### config.mk
export PLATFORM = sky130hd
export DESIGN_NAME = fifo_sync
export DESIGN_NICKNAME = d
export VERILOG_FILES = /design/src/rtl/fifo_sync.sv
export SDC_FILE = /design/constraint.sdc
export NUM_CORES = 1
export LEC_CHECK = 0
export ABC_AREA = 1
export CAP_MARGIN = 20
export CORE_MARGIN = 2
export CORE_UTILIZATION = 50
export CTS_CLUSTER_DIAMETER = 60
export DETAILED_ROUTE_END_ITERATION = 8
export GPL_ROUTABILITY_DRIVEN = 0
export PLACE_DENSITY = 0.83
export SYNTH_ARGS = -nofsm -noshare
export SYNTH_HDL_FRONTEND = slang
export SYNTH_SLANG_ARGS = --single-unit
### constraint.sdc
create_clock -name clk -period 1.75 [get_ports clk]
set_input_delay 0.175 -clock clk [delete_from_list [all_inputs] [get_ports clk]]
set_output_delay 0.175 -clock clk [all_outputs]
set_load 0.02 [all_outputs]
### src/rtl/fifo_sync.sv
// fifo_sync: single-clock synchronous FIFO with occupancy count, programmable
// almost-full/almost-empty flags and one-cycle overflow/underflow pulses.
// Read data is registered (one-cycle latency after an accepted pop).
// Optional build macro FIFO_PARITY_EN: stores an even-parity bit per word and
// adds the parity_err output, which is registered alongside data_out.
module fifo_sync #(
    parameter int DATA_WIDTH = 10,
    parameter int ADDR_WIDTH = 3,
    parameter int AF_THRESH  = 6,
    parameter int AE_THRESH  = 2
) (
    input  logic                  clk,
    input  logic                  reset,
    input  logic                  push,
    input  logic [DATA_WIDTH-1:0] data_in,
    input  logic                  pop,
    output logic [DATA_WIDTH-1:0] data_out,
    output logic                  valid_out,
    output logic [ADDR_WIDTH:0]   count,
    output logic                  full,
    output logic                  empty,
    output logic                  almost_full,
    output logic                  almost_empty,
    output logic                  overflow,
`ifdef FIFO_PARITY_EN
    output logic                  parity_err,
`endif
    output logic                  underflow
);

    localparam int DEPTH = 1 << ADDR_WIDTH;

`ifdef FIFO_PARITY_EN
    localparam int MEM_W = DATA_WIDTH + 1;
`else
    localparam int MEM_W = DATA_WIDTH;
`endif

    localparam logic [ADDR_WIDTH:0]   DEPTH_CNT = DEPTH[ADDR_WIDTH:0];
    localparam logic [ADDR_WIDTH:0]   AF_CNT    = AF_THRESH[ADDR_WIDTH:0];
    localparam logic [ADDR_WIDTH:0]   AE_CNT    = AE_THRESH[ADDR_WIDTH:0];
    localparam logic [ADDR_WIDTH:0]   CNT_ONE   = 1;
    localparam logic [ADDR_WIDTH-1:0] PTR_ONE   = 1;

    // Storage is deliberately not reset; stale words are unreachable once the
    // pointers and count are cleared.
    logic [MEM_W-1:0] mem_q [DEPTH];

    logic [ADDR_WIDTH-1:0] wr_ptr_q, wr_ptr_d;
    logic [ADDR_WIDTH-1:0] rd_ptr_q, rd_ptr_d;
    logic [ADDR_WIDTH:0]   count_q, count_d;
    logic [DATA_WIDTH-1:0] data_out_q, data_out_d;
    logic                  valid_out_q, valid_out_d;
    logic                  overflow_q, overflow_d;
    logic                  underflow_q, underflow_d;
`ifdef FIFO_PARITY_EN
    logic                  parity_err_q, parity_err_d;
`endif

    logic                  full_w;
    logic                  empty_w;
    logic                  push_ok;
    logic                  pop_ok;
    logic [MEM_W-1:0]      wr_word;
    logic [MEM_W-1:0]      rd_word;

    // Status decode from the registered count only, so push/pop never reach an output.
    always_comb begin
        full_w  = (count_q == DEPTH_CNT);
        empty_w = (count_q == '0);
    end

    // Acceptance: a push into a full FIFO is allowed when a pop frees a slot on the
    // same edge; a pop is allowed whenever something is stored.
    always_comb begin
        push_ok = push && (!full_w || pop);
        pop_ok  = pop && !empty_w;
    end

    // Word formatting for storage and the addressed read word.
    always_comb begin
`ifdef FIFO_PARITY_EN
        wr_word = {^data_in, data_in};
`else
        wr_word = data_in;
`endif
        rd_word = mem_q[rd_ptr_q];
    end

    // Next-state for pointers, count, read data and error pulses.
    always_comb begin
        wr_ptr_d    = wr_ptr_q;
        rd_ptr_d    = rd_ptr_q;
        count_d     = count_q;
        data_out_d  = data_out_q;
        valid_out_d = 1'b0;
        overflow_d  = push && !push_ok;
        underflow_d = pop && !pop_ok;
`ifdef FIFO_PARITY_EN
        parity_err_d = 1'b0;
`endif

        if (push_ok) begin
            wr_ptr_d = wr_ptr_q + PTR_ONE;
        end

        if (pop_ok) begin
            rd_ptr_d    = rd_ptr_q + PTR_ONE;
            data_out_d  = rd_word[DATA_WIDTH-1:0];
            valid_out_d = 1'b1;
`ifdef FIFO_PARITY_EN
            parity_err_d = (^rd_word[DATA_WIDTH-1:0]) != rd_word[DATA_WIDTH];
`endif
        end

        case ({push_ok, pop_ok})
            2'b10:   count_d = count_q + CNT_ONE;
            2'b01:   count_d = count_q - CNT_ONE;
            default: count_d = count_q;
        endcase
    end

    // Word storage; a read of the same address on this edge sees the old word.
    always_ff @(posedge clk) begin
        if (push_ok) begin
            mem_q[wr_ptr_q] <= wr_word;
        end
    end

    // Control and output registers with asynchronous reset.
    always_ff @(posedge clk or posedge reset) begin
        if (reset) begin
            wr_ptr_q    <= '0;
            rd_ptr_q    <= '0;
            count_q     <= '0;
            data_out_q  <= '0;
            valid_out_q <= 1'b0;
            overflow_q  <= 1'b0;
            underflow_q <= 1'b0;
`ifdef FIFO_PARITY_EN
            parity_err_q <= 1'b0;
`endif
        end else begin
            wr_ptr_q    <= wr_ptr_d;
            rd_ptr_q    <= rd_ptr_d;
            count_q     <= count_d;
            data_out_q  <= data_out_d;
            valid_out_q <= valid_out_d;
            overflow_q  <= overflow_d;
            underflow_q <= underflow_d;
`ifdef FIFO_PARITY_EN
            parity_err_q <= parity_err_d;
`endif
        end
    end

    // Output mapping.
    always_comb begin
        data_out     = data_out_q;
        valid_out    = valid_out_q;
        count        = count_q;
        full         = full_w;
        empty        = empty_w;
        almost_full  = (count_q >= AF_CNT);
        almost_empty = (count_q <= AE_CNT);
        overflow     = overflow_q;
        underflow    = underflow_q;
`ifdef FIFO_PARITY_EN
        parity_err   = parity_err_q;
`endif
    end

endmodule
# Word-level counts from Yosys, hierarchy flattened
# Memory sizes are Yosys's and may differ from the RTL's. A register that Yosys moved wholly into a read port is not among the register bits.
# Index checks and enable logic that the tools add are counted.
# op_classes
div	0
eq_ne	3
mul	0
n_shift	0
reduce_logical	11
n_bitwise	0
n_lt_le_gt_ge	2
n_mux	4
addsub	4
# op_table
cell	n
4-bit case mux with 2 select lines	1
3-bit by 1-bit adder with 3-bit output (second input constant)	2
4-bit by 1-bit adder with 4-bit output (second input constant)	1
4-bit == test (second input constant)	1
4-bit by 3-bit greater-or-equal comparator with 1-bit output (second input constant)	1
4-bit by 2-bit <= comparator with 1-bit output (second input constant)	1
1-bit logical AND	4
1-bit zero test	4
4-bit zero test	1
4-bit by 1-bit subtractor with 4-bit output (second input constant)	1
1-bit two-way mux	3
2-bit by 1-bit == test with 1-bit output (second input constant)	1
2-bit == test (second input constant)	1
2-bit nonzero test	1
1-bit logical OR	1
# word_totals
ram_bits	80
latch_bits	0
out_inout_bits	21
word_cells	31
register_bits	13
rom_bits	0
memories	1
in_bits	14
# mem_list
name	depth	width	read_ports	rd_ports_with_merged_regs	write_ports	line_no	text
mem_q	8	10	1	1	1	47	logic [MEM_W-1:0] mem_q [DEPTH];

# Logic depth before layout (Yosys ltp)
# Gate-level depths: netlist (run 1).
# logic_depth
ltp_word	6
ltp_mapped	14
depth_no_buf	13

# Worst setup path before layout (run 1)
# Ideal clock, no wire load.
# synth_timing
path_kind	reg-to-reg
startpoint	register count_q[3] (netlist: count[3])
endpoint	register count_q[2] (netlist: count[2])
stages_incl_launch_ff	14
arrival_time_ps	1973
setup_slack_ps	-306
cell_sequence	dfrtp_1 nor2_1 nand2_2 nand2_4 clkinv_4 buf_6 ha_1 nand2_1 inv_1 nor2_1 ha_1 a21oi_1 xor2_1 o21ai_0
# synth_rtl
element	line_no	text
start, declared	51	logic [ADDR_WIDTH:0] count_q, count_d;
start signal, assigned	146	count_q <= count_d;
4-bit zero test (*)	70	empty_w = (count_q == '0);
1-bit zero test (*)	77	pop_ok = pop && !empty_w;
1-bit logical AND (*)	77	
named net pop_ok	63	logic pop_ok;
2-bit by 1-bit == test with 1-bit output or 2-bit == test (tied branches)	116	case ({push_ok, pop_ok})
4-bit case mux with 2 select lines or 2-bit nonzero test (tied branches)	-	
# Mark *: on every way through the listed nets, which the timed path passes. The rest lies on a longest branch.
# A chain may end at the register's enable or synchronous reset.

# Final worst setup path (run 1)
# layout_timing
startpoint	register count_q[3] (netlist: count[3])
endpoint	memory mem_q[2][5] (netlist bit) (enable)
# layout_between
elab_chain_cells	6
# layout_lines
element	line_no	text
4-bit == test	69	full_w = (count_q == DEPTH_CNT);
1-bit zero test	76	push_ok = push && (!full_w || pop);
1-bit logical OR	76	
1-bit logical AND	76	
1-bit two-way mux	125	if (push_ok) begin
1-bit two-way mux (not written as such)	126	mem_q[wr_ptr_q] <= wr_word;
end, declared	47	
# Every way passes these cells.

==> results of run 1 <==
## where the power goes
part | internal, W | switching, W
Clock | 0.000570 | 0.000797
Sequential | 0.00315 | 0.000293
Combinational | 0.00142 | 0.00221
Total | 0.00514 | 0.00330
## cell usage after synthesis, drive strengths merged, types with 2 or more instances
cell,n,area [µm²]
nor2,95,369
edfxtp,80,2400
o21ai,46,230
nand2,45,186
nand3,33,210
dfrtp,23,576
inv,19,71.3
buf,13,82.6
ha,5,62.6
clkbuf,4,15.0
xor2,4,35.0
xnor2,2,17.5
## kinds of logic (layout without fill, tap and decap cells)
| family | after synthesis | after routing | synth area share |
|---|---|---|---|
| AOI/OAI and AO/OA | 47 | 47 | 0.0547 |
| xor gates and xnor gates | 6 | 6 | 0.0122 |
| adders and majority gates | 5 | 5 | 0.0146 |
| buffers and inverters | 37 | 94 | 0.0413 |
| DFF | 103 | 103 | 0.693 |
| and+or+nand+nor | 176 | 176 | 0.185 |
## layout make-up
class                   count  area (µm²)
fillers                   640        3040
flip-flops and latches    103        2980
multi-input cells         234        1230
repair buffers             58         611
clock buffers              11         141
well taps                 105         131
inverters                  20        80.1
clock inverters             5        41.3
## state kept, by name, indices dropped and copies added (netlist names)
register   count
rd_ptr_q       3
mem_q         80
valid_out      1
overflow       1
underflow      1
data_out      10
wr_ptr_q       3
count          4
## timing repair
| item | 4_1_cts | 5_1_grt |
|---|---|---|
| setup endpoints to repair | 5 | 5 |
| buffers inserted | 0 | 1 |
| resized for setup | 7 | 20 |
| pin swaps | 0 | 4 |
## stage by stage
stage / setup WS, ns / TNS [ns] / hold slack [ns] / area (µm²) / cells
2_1_floorplan: -0.184 / -0.341 / 0.177 / 4340 / 374
3_3_place_gp: -0.133 / -7.09 / 0.466 / 4950 / 519
3_5_place_dp: -0.177 / -9.57 / 0.469 / 4950 / 519
4_1_cts: -0.0329 / -0.0636 / 0.173 / 5140 / 535
5_1_grt: -0.0971 / -2.71 / 0.198 / 5220 / 536
6_report: 0.00252 / 0 / 0.165 / 5220 / 536
## worst max-delay path: stages (launching register included)
cell and delay, ns:
dfrtp_2 0.46, buf_4 0.15, nand4_2 0.10, nand2_4 0.08, buf_12 0.13, or2_4 0.29, nor2_4 0.12, buf_12 0.14
## cell usage in the layout, fill, tap and decap left out, types with 2 or more instances in the layout
master,instances
nand3_1,24
buf_4,14
ha_4,2
clkbuf_8,10
clkinv_4,2
xor2_1,4
inv_6,2
nand3_2,9
dfrtp_1,19
dlygate4sd2_1,2
nand2_1,41
nor2_1,87
buf_12,6
o21ai_1,11
dfrtp_2,4
nor2_4,8
edfxtp_1,80
dlymetal6s2s_1,3
inv_1,15
nand2_2,2
clkinvlp_4,2
nand2_4,2
ha_1,3
inv_2,4
clkdlybuf4s50_1,27
buf_6,4
o21ai_0,35
## worst max path at each step
| stage | from | endpoint | slack (ns) |
|---|---|---|---|
| global route | count[3] | count[2] | -0.1 |
| global placement | pop | mem_q[6][4] | -0.13 |
| floorplan | count[1] | count[2] | -0.18 |
| CTS | count[1] | count[2] | -0.03 |
| finish | count[3] | mem_q[2][5] | 0.003 |
| detailed placement | pop | count[2] | -0.18 |
## routing by layer
| layer | up-vias | global-route usage |
|---|---|---|
| met5 | - | 0 |
| met4 | 0 | 0.0834 |
| met3 | 19 | 0.0296 |
| met2 | 136 | 0.314 |
| met1 | 1401 | 0.279 |
| li1 | 1372 | - |
==> impl_metrics.json, run 1 <==
{
  "status": "completed",
  "worstPathMaxFanout": 10,
  "route.vias.total": 2928,
  "antennaDiodeCount": 0,
  "cts-root-buf": "clkbuf_8",
  "hold_buffers": 0,
  "route.detailed.drc": 0,
  "setup_viol": 0,
  "cp-end-kind": "register",
  "rsz0062_at_grt": "true",
  "grt_pass1_vias": 2831,
  "post_drt_wl_per_cell_um": 17.0,
  "timing.final.crit_period_ns": 1.75,
  "totalPowerFinal_w": 0.00844,
  "skew_ns": 0.0134,
  "viasPerCell": 5.46,
  "grt_pass1_wl_um": 14400,
  "finalHoldViolCount": 0,
  "r2r-end": "mem_q[2][5]",
  "drtIter0Drc": 275,
  "path_class": "register to register",
  "htreeDepth": 3,
  "wl_met3_um": 625,
  "min_period_over_period": 0.999,
  "initial_core_util": 0.521,
  "numPortBuffers": 34,
  "met2_length_um": 4480,
  "layout-drive-gt1-share": 0.176,
  "grt_max_degree": 42,
  "synth.cell_area_um2": 4300,
  "synth-edff-count": 80,
  "dieArea_um2": 9360,
  "p_leak_nw": 2.01,
  "globalRouteTotalUtil": 0.199,
  "p_per_area_nw_per_um2": 1620,
  "yosysSeqAreaShare": 0.693,
  "top_layer": "met4",
  "cts_tree": "built",
  "dieHeight_um": 96.7,
  "drtAntennaViolNets": 0,
  "core_area_um2": 8260,
  "numClockSinks": 103,
  "synth_cells": 374,
  "required_ns": 1.82,
  "reg2regPathDepth": 7,
  "ios": 35,
  "start_kind": "register",
  "syn_nets": 393,
  "ys_warn_count": 0,
  "ys_ff_latch": 103,
  "drv_cap": 0,
  "report.final.slew_viol_count": 0,
  "hold_class": "input pin to async pin",
  "yosysUniqueCellTypes": 26,
  "gr-total-overflow": 0,
  "regToRegSetupSlack_ns": 0.003,
  "r2r-start": "count[3]",
  "async_flop_share": 0.223,
  "first_pass_iters": 5,
  "irDropWorstVdd_v": 0.000626,
  "antenna_found_initial": 0,
  "relSlewSlack": 0.573,
  "synth.avg_cell_area_um2": 11.5,
  "die_w_um": 96.7,
  "clk_latency_ns": 0.36,
  "clkTransAtPathRegs_ns": 0.10,
  "cts_made_buffers": 9,
  "worst_ep_arrival_time_ns": 1.82,
  "synth_ff_type": "edfxtp_1",
  "worstMarginPinSlew_ns": 0.640,
  "syn_to_final_growth_pct": 21.4,
  "final_util": 0.632,
  "num_rows": 33,
  "finalWirelength_um": 9120,
  "met1_length_um": 3850,
  "nets": 445,
  "dp_hpwl_um": 6060,
  "cts_buffer_depth": 2,
  "max_clock_freq_mhz": 572
}
No activity file was read; power rests on OpenSTA's default activity.
==> inputs of run 2 (changes only) <==
--- a/config.mk
+++ b/config.mk
@@ -8,11 +8,12 @@
 export ABC_AREA = 1
 export CAP_MARGIN = 20
 export CORE_MARGIN = 2
-export CORE_UTILIZATION = 50
+export CORE_UTILIZATION = 54
+export CTS_BUF_LIST = sky130_fd_sc_hd__clkbuf_4
 export CTS_CLUSTER_DIAMETER = 60
 export DETAILED_ROUTE_END_ITERATION = 8
 export GPL_ROUTABILITY_DRIVEN = 0
-export PLACE_DENSITY = 0.83
+export PLACE_DENSITY = 0.88
 export SYNTH_ARGS = -nofsm -noshare
 export SYNTH_HDL_FRONTEND = slang
 export SYNTH_SLANG_ARGS = --single-unit
==> impl_metrics.json, run 2 (same netlist as run 1, synthesis figures left out) <==
{
  "numPortBuffers": 34,
  "relSlewSlack": 0.585,
  "r2r-end": "count[2]",
  "grt_pass1_vias": 2774,
  "p_per_area_nw_per_um2": 1610,
  "antenna_found_initial": 0,
  "met2_length_um": 4600,
  "nets": 448,
  "fin_cells": 536,
  "drtIter0Drc": 288,
  "start_kind": "register",
  "crit_buf_inv": 2,
  "totalPowerFinal_w": 0.00833,
  "cp_top_family": "simple AND/OR/NAND/NOR gates",
  "violations": "setup timing",
  "first_pass_iters": 5,
  "htreeDepth": 3,
  "cts_made_buffers": 9,
  "dp_hpwl_um": 6030,
  "hold_class": "input pin to async pin",
  "post_drt_wl_per_cell_um": 16.7,
  "path_common_cell": "nand2_4",
  "dieArea_um2": 8690,
  "rsz0062_at_grt": "true",
  "required_ns": 2.14,
  "cp-end-kind": "register",
  "grt_pass1_wl_um": 13800,
  "final_common_cell": "nor2_1",
  "finalHoldViolCount": 0,
  "clk_latency_ns": 0.46,
  "timing.final.crit_period_ns": 1.77,
  "numClockSinks": 103,
  "ios": 35,
  "worstPathMaxFanout": 4,
  "path_cells": "nor2_4, nand2_4, nand2_4, clkinv_4, ha_4, nand2_1, inv_2, nor2_2, ha_2, a21oi_2, xor2_1, o21ai_1",
  "crit_slowest_cell": "dfrtp_2",
  "largest-register": "mem_q",
  "hold_buffers": 0,
  "finalWirelength_um": 8950,
  "skew_ns": 0.0176,
  "setup_viol": 1,
  "endpoint": "count[2]",
  "grt_max_degree": 42,
  "clkTransAtPathRegs_ns": 0.16,
  "r2r-start": "count[0]",
  "crit_path_start": "count[0]",
  "cp.depth": 12,
  "worstMarginPinSlew_ns": 0.621,
  "route.vias.total": 2914,
  "layout_common_cells": "nor2_1 (86), edfxtp_1 (80), nand2_1 (41)",
  "route.detailed.drc": 0,
  "worst_slack_ns": -0.0156,
  "viasPerCell": 5.44,
  "regToRegSetupSlack_ns": -0.02,
  "min_period_over_period": 1.01,
  "top_layer": "met4",
  "cts_buffer_depth": 2,
  "wl_met3_um": 505,
  "antennaDiodeCount": 0,
  "status": "finished, violations left",
  "dieHeight_um": 93.2,
  "drv_cap": 0,
  "gr-total-overflow": 0,
  "die_w_um": 93.2,
  "largest_register_ffs": 80,
  "cts-root-buf": "clkbuf_4",
  "initial_core_util": 0.556,
  "drtAntennaViolNets": 0,
  "met1_length_um": 3670,
  "cts_tree": "built",
  "irDropWorstVdd_v": 0.000630,
  "num_rows": 32,
  "worst_ep_arrival_time_ns": 2.15,
  "report.final.slew_viol_count": 0,
  "fillers": 556,
  "place_inst": 516,
  "place_ws_ns": -0.244,
  "syn_to_final_growth_pct": 20.1,
  "globalRouteTotalUtil": 0.213,
  "reg2regPathDepth": 12,
  "path_class": "register to register",
  "layout-drive-gt1-share": 0.196,
  "core_area_um2": 7730,
  "slowest_delay_ns": 0.45,
  "p_leak_nw": 1.99,
  "max_clock_freq_mhz": 566
}
## run 2: how the worst min path moves through the flow
stage          slack, ns  cells after the start        start          end
3_5_place_dp        0.47                      2  data_out[7]  data_out[7]
4_1_cts             0.06                      3        reset  data_out[9]
3_3_place_gp        0.46                      2  data_out[5]  data_out[5]
6_report            0.05                      3        reset  data_out[9]
5_1_grt             0.08                      3        reset  rd_ptr_q[0]
2_1_floorplan       0.18                      1        reset  data_out[0]
## run 2: per-stage QoR
step	area, µm²	utilization	TNS (ns)	hold slack, ns
floorplan	4340	-	-0.341	0.177
global placement	4950	0.641	-13.45	0.463
detailed placement	4950	0.641	-15.68	0.469
CTS	5090	0.659	-0.0467	0.0589
global route	5160	0.668	-0.314	0.0777
finish	5160	0.668	-0.0156	0.0512
## run 2: repair_timing
item	4_1_cts	5_1_grt
cloned	0	0
gates resized for setup	17	16
buffers inserted	0	4
pin swaps	0	8
endpoints found under the setup margin	9	12
## run 2: tightest hold or removal path, delay by kind of cell
family	cells	cell delay, ns
buf+inv	3	0.75
## run 2: layer usage
metal	GRT usage	vias to the layer above
met3	0.0274	13
li1	-	1378
met2	0.360	114
met4	0.0931	0
met5	0	-
met1	0.279	1409
## run 2: layout make-up
| class | instances | area (µm²) | area share |
|---|---|---|---|
| Sequential cell | 103 | 2980 | 0.578 |
| Multi-Input combinational cell | 234 | 1230 | 0.239 |
| Timing Repair Buffer | 61 | 598 | 0.116 |
| Tap cell | 102 | 128 | 0.0247 |
| Clock buffer | 11 | 82.6 | 0.0160 |
| Inverter | 20 | 80.1 | 0.0155 |
| Clock inverter | 5 | 58.8 | 0.0114 |
## run 2: power breakdown
group          internal, W  switching, W
clock network     0.000472      0.000769
logic              0.00143       0.00226
registers          0.00314      0.000251
==> inputs of run 3 (changes only) <==
--- a/config.mk
+++ b/config.mk
@@ -14,6 +14,7 @@
 export DETAILED_ROUTE_END_ITERATION = 8
 export GPL_ROUTABILITY_DRIVEN = 0
 export PLACE_DENSITY = 0.88
+export REMOVE_ABC_BUFFERS = 1
 export SYNTH_ARGS = -nofsm -noshare
 export SYNTH_HDL_FRONTEND = slang
 export SYNTH_SLANG_ARGS = --single-unit
==> impl_metrics.json, run 3 (same netlist as run 1, synthesis figures left out) <==
{
  "timing.final.crit_period_ns": 1.83,
  "worst_slack_ns": -0.0841,
  "die_w_um": 93.2,
  "ios": 35,
  "cts_made_buffers": 9,
  "p_leak_nw": 2.02,
  "grt_pass1_wl_um": 14600,
  "comb_power_share": 0.455,
  "antennaDiodeCount": 0,
  "route.detailed.drc": 0,
  "largest-register": "mem_q",
  "clkTransAtPathRegs_ns": 0.16,
  "worstMarginPinSlew_ns": 0.620,
  "required_ns": 2.09,
  "skew_ns": 0.0281,
  "worstPathMaxFanout": 3,
  "dieArea_um2": 8690,
  "multi_input_area_um2": 1280,
  "clkPwrFrac": 0.143,
  "clk_latency_ns": 0.45,
  "grt_max_degree": 42,
  "first_pass_iters": 5,
  "seq_area_um2": 2980,
  "violations": "setup timing",
  "place_inst": 525,
  "cts_tree": "built",
  "dieHeight_um": 93.2,
  "relSlewSlack": 0.586,
  "path_class": "register to register",
  "p_per_area_nw_per_um2": 1610,
  "hold_class": "input pin to async pin",
  "grt_pass1_vias": 2890,
  "syn_to_final_growth_pct": 21.4,
  "irDropWorstVdd_v": 0.000916,
  "antenna_found_initial": 0,
  "holdWs_ns": 0.0602,
  "start_kind": "register",
  "min_period_over_period": 1.05,
  "cts-root-buf": "clkbuf_4",
  "initial_core_util": 0.556,
  "cp-end-kind": "register",
  "dp_hpwl_um": 6050,
  "rsz0062_at_grt": "true",
  "setup_viol": 2,
  "numPortBuffers": 34,
  "route.vias.total": 3009,
  "fin_cells": 543,
  "fillers": 520,
  "power.switching_w": 0.00336,
  "final_common_cell": "nor2_1",
  "report.final.slew_viol_count": 0,
  "core_area_um2": 7730,
  "finalWirelength_um": 9640,
  "layout_common_cells": "nor2_1 (83), edfxtp_1 (80), nand2_1 (37)",
  "seqPwrFrac": 0.402,
  "nets": 455,
  "viasPerCell": 5.54,
  "cts_buffer_depth": 2,
  "hold_buffers": 0,
  "htreeDepth": 3,
  "largest_register_ffs": 80,
  "post_drt_wl_per_cell_um": 17.7,
  "layout-drive-gt1-share": 0.220,
  "finalHoldViolCount": 0,
  "max_clock_freq_mhz": 545,
  "status": "finished, violations left",
  "gr-total-overflow": 0,
  "drv_cap": 0,
  "p_int_w": 0.00504,
  "worst_ep_arrival_time_ns": 2.17,
  "globalRouteTotalUtil": 0.226,
  "drtAntennaViolNets": 0,
  "num_rows": 32,
  "p_sw_frac": 0.400,
  "final_util": 0.676,
  "drtIter0Drc": 306,
  "numClockSinks": 103
}
[run 3: path summary, 6_finish.rpt]
path                              from           to  slack [ns]  cells after the start
setup / recovery              count[1]     count[2]       -0.08                     11
hold reg to reg            data_out[0]  data_out[0]        0.49                      2
min in group clk                  push     overflow        0.38                      3
max in group asynchronous        reset  data_out[9]        1.42                      3
setup reg to reg              count[1]     count[2]       -0.08                     11
hold / removal                   reset  rd_ptr_q[2]        0.06                      3
[run 3: routing by layer]
layer,part of all wire,up-vias,track usage
met3,0.066,28,0.0379
met5,0,-,0
met2,0.53,128,0.380
li1,-,1389,-
met1,0.38,1464,0.285
met4,0.028,0,0.108
[run 3: per-stage QoR]
step	area (µm²)	power (W)	TNS, ns	setup slack (ns)
after floorplan	4200	0.00546	-4.43	-0.313
after global placement	4910	0.00672	-7.32	-0.175
after detailed placement	4910	0.00690	-13.91	-0.335
after CTS	5070	0.00806	-0.00930	-0.00930
after global routing	5220	0.00889	-0.429	-0.157
final	5220	0.00841	-0.0904	-0.0841
[run 3: worst max-delay path, stage by stage (launching register included)]
cell and delay, ns:
dfrtp_1 0.44, nor2_4 0.16, nand4_4 0.12, nand2_4 0.11, ha_4 0.16, nand2_2 0.06, inv_2 0.09, nor2_4 0.05
ha_4 0.15, a21oi_2 0.12, xor2_1 0.19, o21ai_1 0.08
[run 3: cell type report]
type,count,area share
clock inverters,4,0.00911
well taps,102,0.0244
multi-input cells,234,0.245
flip-flops and latches,103,0.570
clock buffers,12,0.0173
repair buffers,68,0.118
inverters,20,0.0153
[run 3: repair_timing]
| item | CTS | global route |
|---|---|---|
| resized for setup | 24 | 46 |
| hold endpoints to repair | 0 | 0 |
| endpoints found under the setup margin | 10 | 87 |
| buffers inserted | 1 | 1 |
| pin swaps | 5 | 8 |
[run 3: power groups by stage]
stage | registers, W | clock network (W) | logic (W)
3_3_place_gp | 0.00338 | 0 | 0.00334
6_report | 0.00338 | 0.00120 | 0.00383
2_1_floorplan | 0.00378 | 0 | 0.00168
5_1_grt | 0.00342 | 0.00131 | 0.00415
4_1_cts | 0.00336 | 0.00120 | 0.00350
3_5_place_dp | 0.00341 | 0 | 0.00350
